--- src/rtl/clk_gate_ctrl.sv ---
// Enable sequencer for a SYNC-type BUFGCE. It turns level and counted-burst run requests
// into CE edges that respect settle time and minimum on/off dwell, and acknowledges the gated clock state.
module clk_gate_ctrl #(
  parameter int SETTLE_CYCLES = 3,
  parameter int MIN_ON        = 4,
  parameter int MIN_OFF       = 2,
  parameter int CNT_WIDTH     = 16
) (
  input  logic                 clk,
  input  logic                 rst_n,
  input  logic                 en_req,
  input  logic                 burst_start,
  input  logic [CNT_WIDTH-1:0] burst_len,
  output logic                 ce,
  output logic                 running,
  output logic                 busy,
  output logic                 burst_done
);

  localparam int SET_W = $clog2(SETTLE_CYCLES + 1);
  localparam int ON_W  = $clog2(MIN_ON + 1);
  localparam int OFF_W = $clog2(MIN_OFF + 1);

  typedef enum logic [1:0] {
    ST_OFF,
    ST_STARTING,
    ST_ON,
    ST_STOPPING
  } state_t;

  state_t               state_q, state_d;
  logic                 ce_q, ce_d;
  logic                 running_q, running_d;
  logic                 busy_q, busy_d;
  logic                 burst_done_q, burst_done_d;
  logic [SET_W-1:0]     settle_q, settle_d;
  logic [ON_W-1:0]      on_hold_q, on_hold_d, on_hold_dec;
  logic [OFF_W-1:0]     off_hold_q, off_hold_d, off_hold_dec;
  logic [CNT_WIDTH-1:0] burst_cnt_q, burst_cnt_d;
  logic                 burst_accept;
  logic                 burst_pending;

  assign burst_accept  = burst_start && (burst_len != '0) && (burst_cnt_q == '0);
  assign burst_pending = (burst_cnt_q != '0) || burst_accept;

  // Hold counters hold the dwell still owed after the current cycle, so expiry is checked on the decremented value.
  assign on_hold_dec  = (on_hold_q  != '0) ? on_hold_q  - ON_W'(1)  : '0;
  assign off_hold_dec = (off_hold_q != '0) ? off_hold_q - OFF_W'(1) : '0;

  always_comb begin
    state_d      = state_q;
    ce_d         = ce_q;
    running_d    = running_q;
    settle_d     = settle_q;
    on_hold_d    = on_hold_q;
    off_hold_d   = off_hold_q;
    burst_cnt_d  = burst_cnt_q;
    burst_done_d = 1'b0;

    if (burst_accept) begin
      burst_cnt_d = burst_len;
    end

    case (state_q)
      ST_OFF: begin
        off_hold_d = off_hold_dec;
        if ((off_hold_dec == '0) && (en_req || burst_pending)) begin
          state_d  = ST_STARTING;
          ce_d     = 1'b1;
          settle_d = SET_W'(SETTLE_CYCLES - 1);
        end
      end

      ST_STARTING: begin
        if (settle_q == '0) begin
          state_d   = ST_ON;
          running_d = 1'b1;
          on_hold_d = ON_W'(MIN_ON);
        end else begin
          settle_d = settle_q - SET_W'(1);
        end
      end

      // The burst counter only advances on cycles the gated clock is confirmed running.
      ST_ON: begin
        on_hold_d = on_hold_dec;
        if (burst_cnt_q != '0) begin
          burst_cnt_d  = burst_cnt_q - CNT_WIDTH'(1);
          burst_done_d = (burst_cnt_q == CNT_WIDTH'(1));
        end
        if ((on_hold_dec == '0) && !en_req && (burst_cnt_d == '0)) begin
          state_d   = ST_STOPPING;
          ce_d      = 1'b0;
          running_d = 1'b0;
          settle_d  = SET_W'(SETTLE_CYCLES - 1);
        end
      end

      ST_STOPPING: begin
        if (settle_q == '0) begin
          state_d    = ST_OFF;
          off_hold_d = OFF_W'(MIN_OFF);
        end else begin
          settle_d = settle_q - SET_W'(1);
        end
      end

      default: begin
        state_d   = ST_OFF;
        ce_d      = 1'b0;
        running_d = 1'b0;
      end
    endcase

    busy_d = (state_d != ST_OFF) || (burst_cnt_d != '0);
  end

  always_ff @(posedge clk) begin
    if (!rst_n) begin
      state_q      <= ST_OFF;
      ce_q         <= 1'b0;
      running_q    <= 1'b0;
      busy_q       <= 1'b0;
      burst_done_q <= 1'b0;
      settle_q     <= '0;
      on_hold_q    <= '0;
      off_hold_q   <= OFF_W'(MIN_OFF);
      burst_cnt_q  <= '0;
    end else begin
      state_q      <= state_d;
      ce_q         <= ce_d;
      running_q    <= running_d;
      busy_q       <= busy_d;
      burst_done_q <= burst_done_d;
      settle_q     <= settle_d;
      on_hold_q    <= on_hold_d;
      off_hold_q   <= off_hold_d;
      burst_cnt_q  <= burst_cnt_d;
    end
  end

  assign ce         = ce_q;
  assign running    = running_q;
  assign busy       = busy_q;
  assign burst_done = burst_done_q;

endmodule
--- config.mk ---
export PLATFORM = sky130hd
export DESIGN_NAME = clk_gate_ctrl
export DESIGN_NICKNAME = d
export VERILOG_FILES = /design/src/rtl/clk_gate_ctrl.sv
export SDC_FILE = /design/constraint.sdc
export NUM_CORES = 1
export LEC_CHECK = 0
export ABC_AREA = 1
export CORE_MARGIN = 2
export CORE_UTILIZATION = 63
export CTS_BUF_LIST = sky130_fd_sc_hd__clkbuf_4 sky130_fd_sc_hd__clkbuf_8
export DETAILED_ROUTE_END_ITERATION = 12
export PLACE_DENSITY_LB_ADDON = 0.2
export SLEW_MARGIN = 20
export SYNTH_ARGS = -nofsm -noshare
export SYNTH_HDL_FRONTEND = slang
export SYNTH_SLANG_ARGS = --single-unit
--- constraint.sdc ---
create_clock -name clk -period 4.45 [get_ports clk]
set_clock_uncertainty 0.2 [all_clocks]
set_input_delay 0.6675 -clock clk [delete_from_list [all_inputs] [get_ports clk]]
set_output_delay 0.6675 -clock clk [all_outputs]
set_load 0.01 [all_outputs]
==> results.md <==
- CTS tree: built
- Main synth FF type: dfxtp_1
- Hold Buf Count CTS: 0
- Critical path launch point type: flop
- DP HPWL: 4240 um
- Most frequent cell after synthesis: nand2_1
- Largest net degree at the start of global routing: 26
- Reg clk slew, reported paths: 0.10 ns
- Vias: 2,311
- Commonest cells post-synth: nand2_1 (106), nor2_1 (69), nand3_1 (44)
- Top Family by Delay on Critical Path: simple AND/OR/NAND/NOR gates
- CP max-delay cell: nor2_1
- #FFs+latches synth: 29
- DRT antenna net count: 0
- Rel. slew slack: 49.9%
- Count of cell types in the netlist: 28
- YS warnings: 0
- Vias per std cell: 5.42
- Worst hold stages: 1
- Area leader, netlist: dfxtp_1
- Post-Place Cells: 418
- CP bufs+invs: 2
- PostCTS Resize Cnt: 0
- Fin crit period: 2.86 ns
- Setup Viol. Count Final: 0
- Fin nets: 407
- Post-synth EDFFs: 0
- Worst EP required: 4.55 ns
- Slowest stage delay, CP: 0.58 ns
- Yosys top cell area share: 27.6%
- Cell mode on critical path: nand2_1
- Worst setup EP type: flop
- Die footprint: 3820 um^2
- R2R depth: 16
- Worst Setup Slack, final: 1.59 ns
- Row count: 20
- Clk_lat worst skew: 0.35 ns
- Syn_area_per_cell: 5.86 um^2
- Initial core utilization: 67.8%
- RSZ-0062 raised after global routing: false
- Buffers on Ports: 23
- Worst path arrival time: 2.96 ns
- Grt total ovfl: 0
- CP max FO: 11
- Status: complete, no violations
- Hold violation count in the final report: 0
- Synth Instances: 359
- Period utilization: 64.3%
- Setup_tns: 0 ns
- CP cell instances: inv_1 -> ha_1 -> inv_1 -> nor2_1 -> nand2_1 -> nor2_1 -> nand3_1 -> nand2_1 -> nand3_1 -> nand2_1 -> nand3_1 -> nor2_1 -> nand3_2 -> nand2_1 -> nand2_1 -> nand2_1
- Type of the most critical hold path: flop to flop
- Ys async rst share: 0%
- H-tree depth: 2
- Post-CTS Setup Repair Bufs: 0
- ANT cells: 0
- Seq/Total Area, Yosys: 27.6%
- WL final: 5420 um
- CTS buffer count: 5
- Crit path kind: flop to flop
- WL/cell: 12.7 um
- Layout cells sized above 1: 4.97%
- Vias in the first global route: 1,985
- Die X: 61.8 um
- Num ports: 24
- DRT iter0 DRCs: 181
- Reg2Reg Launch Point: burst_cnt_q[0]
- Flop-to-flop setup slack: 1.59 ns
- Mapped Nets: 385
- Slew @ Worst Pin: 0.748 ns
- Detailed Routing Iterations Pass 1: 5
- Initial antenna violation count: 0
- Die Height: 61.8 um
- Peak Freq: 349 MHz
- Final core utilization: 78.0%
- DP Worst Slack: 1.40 ns
- Routability cong.: 0.938
- Longest Clk Path Bufs: 2
- Root Buffer: clkbuf_4
- Min-delay src: settle_q[0]
- Max Slew Vio Count: 0
- CTS sink cnt: 29
- First-pass GRT wire length: 8630 um
- Top cells by area, synth: dfxtp_1 (28%), nand2_1 (19%), nor2_1 (12%)
- Non-Filler Instances: 426
- Core Footprint: 3100 um^2
- Area grow syn2layout: 15.0%
- Hold endpoint: settle_q[0]
- Critical path depth: 16
- Cell Area, Synth: 2100 um^2
- Number of max-cap violations: 0
- Total GRT Usage: 31.2%
- R2r endpoint: busy
- # DRC: 0
-- cells in the final DEF (no fill, tap or decap) --
cell type	count
nand3_1	44
o41ai_1	1
o21ai_1	1
dfxtp_1	29
nor2_4	3
nand3_2	1
clkbuf_8	2
nor2_2	2
o211ai_1	1
nand4_1	11
clkbuf_4	5
o221ai_1	1
nor4_1	1
clkdlybuf4s50_1	23
nand2_1	106
nand3_4	1
ha_1	6
o21ai_0	12
inv_2	1
a21oi_1	7
or2_2	1
inv_1	42
xor2_1	7
clkinv_2	1
o21a_1	1
nand2_2	1
o31ai_1	1
nor2_1	69
buf_4	1
-- cell families (layout without fill, tap and decap cells) --
group,after synthesis,count (layout),synth area share [%]
XOR/XNOR,7,7,2.91
adder cells (fa/ha/maj),6,6,3.57
flip-flops,29,29,27.6
AND/OR/NAND/NOR,240,240,49.3
AO/OA/AOI/OAI,25,25,6.66
buffers and inverters,52,75,9.93
-- how the worst max path moves through the flow --
| stage | from | endpoint | slack (ns) |
|---|---|---|---|
| after floorplan | burst_len[10] | settle_q[1] | 2.20 |
| after global placement | burst_len[4] | busy | 1.42 |
| after detailed placement | burst_len[6] | busy | 1.40 |
| after CTS | burst_cnt_q[0] | busy | 1.58 |
| after global routing | burst_cnt_q[0] | busy | 1.32 |
| final | burst_cnt_q[0] | busy | 1.59 |
-- metrics by stage --
stage / area (um^2) / hold WS, ns
floorplan: 2100 / 0.207
global placement: 2350 / 0.218
detailed placement: 2350 / 0.225
CTS: 2420 / 0.238
global route: 2420 / 0.262
finish: 2420 / 0.237
-- per-layer routing --
layer	global-route usage [%]	wire length [um]
met1	40.5	2450
met2	50.7	2490
met3	7.25	378
met4	11.6	109
met5	0	0
-- sequential cells by signal (all words and copies together) (netlist names) --
| signal | cells |
|---|---|
| burst_cnt_q | 16 |
| on_hold_q | 3 |
| off_hold_q | 2 |
| settle_q | 2 |
| state_q | 2 |
| burst_done | 1 |
| busy | 1 |
| ce | 1 |
| running | 1 |
-- layout make-up --
class                      count  area (um^2)
clock inverter                 1         5.00
inverter                      43          161
sequential                    29          581
tap                           44         55.1
fill                         285          683
multi-input combinational    278         1320
timing repair buffer          24          238
clock buffer                   7         65.1
Power is not shown: default switching activity piles up to over one toggle a cycle in this logic, so the estimate is an artifact.
